File: config.mk
export PLATFORM = sky130hd
export DESIGN_NAME = uart_tx_arb
export DESIGN_NICKNAME = d
export VERILOG_FILES = /design/src/rtl/uart_pkg.sv /design/src/rtl/rr_pick.sv /design/src/rtl/uart_tx_arb.sv
export SDC_FILE = /design/constraint.sdc
export NUM_CORES = 1
export LEC_CHECK = 0
export ABC_AREA = 0
export CORE_MARGIN = 1.5
export CORE_UTILIZATION = 46
export CTS_CLUSTER_DIAMETER = 50
export DETAILED_ROUTE_END_ITERATION = 8
export GPL_TIMING_DRIVEN = 0
export PLACE_DENSITY_LB_ADDON = 0.2
export SLEW_MARGIN = 10
export SYNTH_ARGS = -nofsm -noshare
export SYNTH_HDL_FRONTEND = slang
export SYNTH_SLANG_ARGS = --single-unit
File: constraint.sdc
create_clock -name clk -period 2.7 [get_ports clk]
set_clock_uncertainty 0.1 [all_clocks]
set_input_delay 0.675 -clock clk [delete_from_list [all_inputs] [get_ports clk]]
set_output_delay 0.675 -clock clk [all_outputs]
set_load 0.02 [all_outputs]
File: src/rtl/uart_pkg.sv
// uart_pkg: shared UART constants, arbiter defaults and arbiter FSM encoding
package uart_pkg;
    localparam int N_REQ_DEF = 4;
    localparam int DATA_BITS_DEF = 8;
    localparam int UART_CLKS_PER_BIT = 868;
    localparam int UART_STOP_BITS = 1;
    typedef enum logic [1:0] {IDLE, SEND, DRAIN, HOLD} arb_state_t;
endpackage

File: src/rtl/rr_pick.sv
// rr_pick: combinational round-robin picker, one-hot winner searching upward from ptr
module rr_pick
    import uart_pkg::*;
#(
    parameter int N = N_REQ_DEF,
    parameter int PW = $clog2(N)
) (
    input  logic [N-1:0]  req,
    input  logic [PW-1:0] ptr,
    output logic [N-1:0]  win
);
    logic [PW-1:0] idx;
    // walk from lowest to highest priority so the nearest request to ptr overrides
    always_comb begin
        win = '0;
        idx = '0;
        for (int k = N - 1; k >= 0; k--) begin
            idx = PW'((int'(ptr) + k) % N);
            if (req[idx]) begin
                win = '0;
                win[idx] = 1'b1;
            end
        end
    end
endmodule

File: src/rtl/uart_tx_arb.sv
// uart_tx_arb: round-robin arbiter feeding one uart_tx, with packet locking
// and an idle-timeout that releases a stalled lock.
module uart_tx_arb
    import uart_pkg::*;
#(
    parameter int N_REQ = N_REQ_DEF,
    parameter int DATA_BITS = DATA_BITS_DEF,
    parameter int HOLD_TIMEOUT = 65535
) (
    input  logic                       clk,
    input  logic                       rst,
    input  logic [N_REQ-1:0]           req_valid,
    input  logic [N_REQ*DATA_BITS-1:0] req_data,
    input  logic [N_REQ-1:0]           req_last,
    output logic [N_REQ-1:0]           req_ready,
    output logic [N_REQ-1:0]           grant,
    output logic                       tx_valid,
    output logic [DATA_BITS-1:0]       tx_data,
    input  logic                       tx_ready,
    output logic                       lock_abort
);
    localparam int PW = $clog2(N_REQ);

    arb_state_t state;
    logic [PW-1:0] ptr, own, win_idx, next_ptr;
    logic [N_REQ-1:0] win, sel_oh;
    logic [DATA_BITS-1:0] sel_data;
    logic [15:0] hold_cnt;
    logic release_flag, own_valid, load, timeout;

    rr_pick #(.N(N_REQ), .PW(PW)) u_pick (
        .req(req_valid),
        .ptr(ptr),
        .win(win)
    );

    // in HOLD the locked owner is the only candidate
    always_comb begin
        sel_oh = state == HOLD ? grant : win;
        win_idx = '0;
        sel_data = '0;
        for (int i = 0; i < N_REQ; i++) begin
            if (win[i]) win_idx = PW'(i);
            if (sel_oh[i]) sel_data = req_data[i*DATA_BITS +: DATA_BITS];
        end
    end

    assign own_valid = |(req_valid & grant);
    assign load = tx_ready && (state == IDLE ? |req_valid : state == HOLD && own_valid);
    assign timeout = state == HOLD && !own_valid && hold_cnt == 16'(HOLD_TIMEOUT - 1);
    assign next_ptr = own == PW'(N_REQ - 1) ? '0 : own + 1'b1;

    always_ff @(posedge clk) begin
        if (rst) begin
            state <= IDLE;
            ptr <= '0;
            own <= '0;
            hold_cnt <= '0;
            release_flag <= 1'b0;
            grant <= '0;
            req_ready <= '0;
            tx_valid <= 1'b0;
            tx_data <= '0;
            lock_abort <= 1'b0;
        end else begin
            req_ready <= '0;
            lock_abort <= 1'b0;
            case (state)
                IDLE, HOLD: begin
                    if (load) begin
                        req_ready <= sel_oh;
                        grant <= sel_oh;
                        if (state == IDLE) own <= win_idx;
                        tx_data <= sel_data;
                        release_flag <= |(req_last & sel_oh);
                        tx_valid <= 1'b1;
                        state <= SEND;
                    end else if (timeout) begin
                        lock_abort <= 1'b1;
                        grant <= '0;
                        ptr <= next_ptr;
                        state <= IDLE;
                    end else if (state == HOLD && !own_valid) begin
                        hold_cnt <= hold_cnt + 1'b1;
                    end
                end
                SEND: begin
                    if (!tx_ready) begin
                        tx_valid <= 1'b0;
                        state <= DRAIN;
                    end
                end
                DRAIN: begin
                    if (tx_ready && release_flag) begin
                        grant <= '0;
                        ptr <= next_ptr;
                        state <= IDLE;
                    end else if (tx_ready) begin
                        hold_cnt <= '0;
                        state <= HOLD;
                    end
                end
                default: state <= IDLE;
            endcase
        end
    end
endmodule

==> summary.md <==
| Metric | Value |
|---|---|
| CP max FO | 8 |
| Number of flops mapped to enable cells by yosys | 0 |
| 1st-pass router iterations | 4 |
| Largest net degree at the start of global routing | 14 |
| Unique masters post-synth | 53 |
| Peak supply drop | approximately 0.0004 V |
| Flops & latches, synth | 41 |
| Total track usage | between 20% and 30% |
| I/O pin count | 61 |
| Longest Clk Path Bufs | 2 |
| Max-slew headroom | ~59% |
| Via count | approximately 2700 |
| Worst setup margin | -0.146 ns |
| Tcrit/Tclk final | 105% |
| Leak | roughly 1.5 nW |
| Delay-heaviest family, CP | compound AO/OA/AOI/OAI gates |
| Count of buffers from port buffering | 59 |
| Routed vias/inst | 5.70 |
| WP data required | roughly 2.8 ns |
| Status | finished with violations |
| Drt initial violations | 158 |
| Die Width | about 80 um |
| Post-synthesis average cell area | a little over 8 um^2 |
| Die ar. | roughly 0.0063 mm^2 |
| Crit path kind | in -> reg |
| Synthesized cell area | around 0.0027 mm^2 |
| Mapped Cells | around 330 |
| Vias in the first global route | between 2000 and 2500 |
| Core Box Area | roughly 0.0056 mm^2 |
| Worst path cell trace | clkdlybuf4s15_2 -> mux4_2 -> a31o_1 -> a221o_1 -> buf_6 -> a221oi_4 -> buf_12 -> o32ai_2 -> o21ai_2 -> a211oi_2 |
| Worst-Skew Late Latency | roughly 0.3 ns |
| Root Driver | clkbuf_8 |
| Grt total ovfl | 0 |
| CTS clk-pin slew, worst paths | about 0.080 ns |
| Fraction of registers with async set/reset | 0% |
| Maxcap violations | 0 |
| Layout area overhead | 44.8% |
| Antenna Nets Post-Route | 0 |
| Setup violators final | 11 |
| Worst Max-Slew Pin Slew | a little over 0.6 ns |
| CP arrival | 2.91 ns |
| Ant. Diodes | 0 |
| HP Class | reg -> reg |
| RSZ-0062 raised after global routing | yes |
| Power per Cell Area | 600 mW/mm^2 |
| Synthesized Nets | 382 |
| TritonCTS clock tree | built |
| Site Rows | 27 |
| Wire length per cell | about 16 um |
| CP Capture Type | flip-flop |
| Hold Violations, Final | 0 |
| Share of the yosys chip area belonging to registers | 30.4% |
| Total wire length | approximately 7.6 mm |
| Starting Density | 48.5% |
| Final GP Congestion | around 0.85 |
| Pre-CTS setup slack | -0.935 ns |
| Layout cell share with drive strength beyond 1 | 21.2% |
| Fin Hold WS | between 0.4 and 0.5 ns |
| Cts bufs inserted | 5 |
| Die Ht | 79.6 um |
| H-tree Lvls | 2 |
| Initial antenna violation count | 0 |
| CP Launch Type | input port |
| Drc violations | 0 |
| Post-synth top flop | dfxtp_1 |
| DP HPWL | 5.18 mm |
| Pins Over Slew Limit | 0 |
| Fmax | about 0.35 GHz |
| Total power | ~2.3 mW |
| Slowest library cell on the worst path | mux4_2 |
| Synth warn | 0 |
| Max incr delay on CP | 0.54 ns |
| Worst path buffer plus inverter count | 3 |
| CTS Sinks | 41 |
| Failing checks | setup timing |
| Final nets | approximately 460 |
| Min Tclk post-route | 2.85 ns |
| First-pass GRT wire length | approximately 12 mm |
## path summary, 6_finish.rpt
| check | from | end | slack (ns) | depth (start not counted) |
|---|---|---|---|---|
| max | req_valid[2] | tx_data[2] | -0.15 | 10 |
| min | tx_valid | tx_valid | 0.40 | 2 |
| max reg2reg | ptr[0] | tx_data[2] | -0.12 | 12 |
| min reg2reg | tx_valid | tx_valid | 0.40 | 2 |
## Yosys cell counts (all sizes together) (3+ instances only)
cell type | n | area [um^2]
and3 | 5 | 31.3
a31o | 5 | 43.8
a31oi | 9 | 71.3
o32ai | 8 | 70.1
nand2 | 21 | 78.8
nand3 | 5 | 25.0
o21ai | 12 | 60.1
mux4 | 3 | 67.6
a221oi | 4 | 41.3
inv | 27 | 101
nand2b | 7 | 43.8
clkbuf | 13 | 50.0
a21oi | 16 | 80.1
and4 | 8 | 70.1
ha | 12 | 150
a221o | 5 | 50.1
dfxtp | 41 | 821
buf | 7 | 31.3
nor2 | 39 | 146
o22ai | 3 | 18.8
a22oi | 6 | 45.0
mux2i | 4 | 40.0
and2 | 6 | 37.5
a211oi | 13 | 133
xnor2 | 8 | 70.1
nand4 | 3 | 18.8
mux2 | 4 | 45.0
nor3b | 3 | 22.5
xor2 | 7 | 61.3
## power breakdown
part | total (mW) | internal (mW) | switching (mW)
Clock | 0.482 | 0.263 | 0.219
Combinational | 1.09 | 0.490 | 0.596
Sequential | 0.781 | 0.704 | 0.0768
Total | 2.35 | 1.46 | 0.892
## state kept, by name (all words and copies together), names as in the netlist
register / cells
grant: 4
release_flag: 1
ptr: 2
lock_abort: 1
hold_cnt: 16
state: 2
tx_valid: 1
own: 2
req_ready: 4
tx_data: 8
## metal layers
metal | GRT usage, % | wire length [um] | part of all wire, %
met1 | 30.1 | 3410 | 45
met2 | 41.2 | 3670 | 48
met3 | 3.43 | 403 | 5.3
met4 | 7.89 | 124 | 1.6
met5 | 0 | 0 | 0
## final cells by class
| type | count | area (um^2) |
|---|---|---|
| inverters | 28 | 116 |
| well taps | 72 | 90.1 |
| multi-input cells | 238 | 1910 |
| clock buffers | 7 | 108 |
| fillers | 414 | 1660 |
| plain buffers | 18 | 104 |
| clock inverters | 1 | 7.51 |
| repair buffers | 77 | 754 |
| flip-flops and latches | 41 | 826 |
## metrics by stage
step | util [%] | area (um^2) | cells | TNS [ns]
after floorplan | - | 2800 | 327 | -0.514
after global placement | 62.5 | 3480 | 458 | -25.62
after detailed placement | 62.5 | 3480 | 458 | -26.31
after CTS | 69.2 | 3860 | 480 | -0.682
after global routing | 70.2 | 3910 | 482 | -2.84
final | 70.2 | 3910 | 482 | -1.17
## cell families (layout without fill, tap and decap cells)
kind of cell / after synthesis / count (layout) / share of synthesized area [%]
and+or+nand+nor: 106 / 106 / 19.6
AOI/OAI and AO/OA: 94 / 94 / 27.0
buffers and inverters: 48 / 131 / 6.90
DFF: 41 / 41 / 30.4
xor gates and xnor gates: 15 / 15 / 4.86
adders and majority gates: 12 / 12 / 5.56
muxes: 11 / 11 / 5.65
## what timing repair did
action	CTS	global route
endpoints found under the hold margin	0	0
gates resized for setup	47	13
hold buffers	0	0
pin swaps	8	9
cloned	1	1
setup endpoints to repair	40	34
buffers inserted	13	3
## worst reg2reg max path, delay by kind of cell, from the launching register on
family	cells	cell delay, ns
flops	1	0.36
fa+ha+maj	1	0.28
compound gates	6	1.12
buf+inv	4	0.46
mux	1	0.35
## cell usage in the layout, fill, tap and decap left out, types with 3 or more instances in the layout
master            n
clkdlybuf4s50_1  55
nor2_1           39
o32ai_2           6
nor3b_1           3
a31o_2            3
and3_1            5
a221oi_4          4
nand4_1           3
a211oi_2          7
a21oi_1          16
a211oi_1          6
and4_1            8
o21ai_0           3
clkbuf_8          6
nand2_1          21
clkdlybuf4s15_2   4
o22ai_1           3
nand3_1           5
a221o_1           5
inv_1            25
buf_4            15
ha_1             10
mux2_2            4
buf_6             6
a31oi_1           8
mux4_2            3
buf_1             3
xor2_1            7
clkbuf_1          7
xnor2_1           8
dfxtp_1          39
nand2b_1          7
mux2i_1           3
a22oi_1           5
o21ai_2           5
and2_1            5
o21ai_1           4
(Power assumes the default switching activity.)
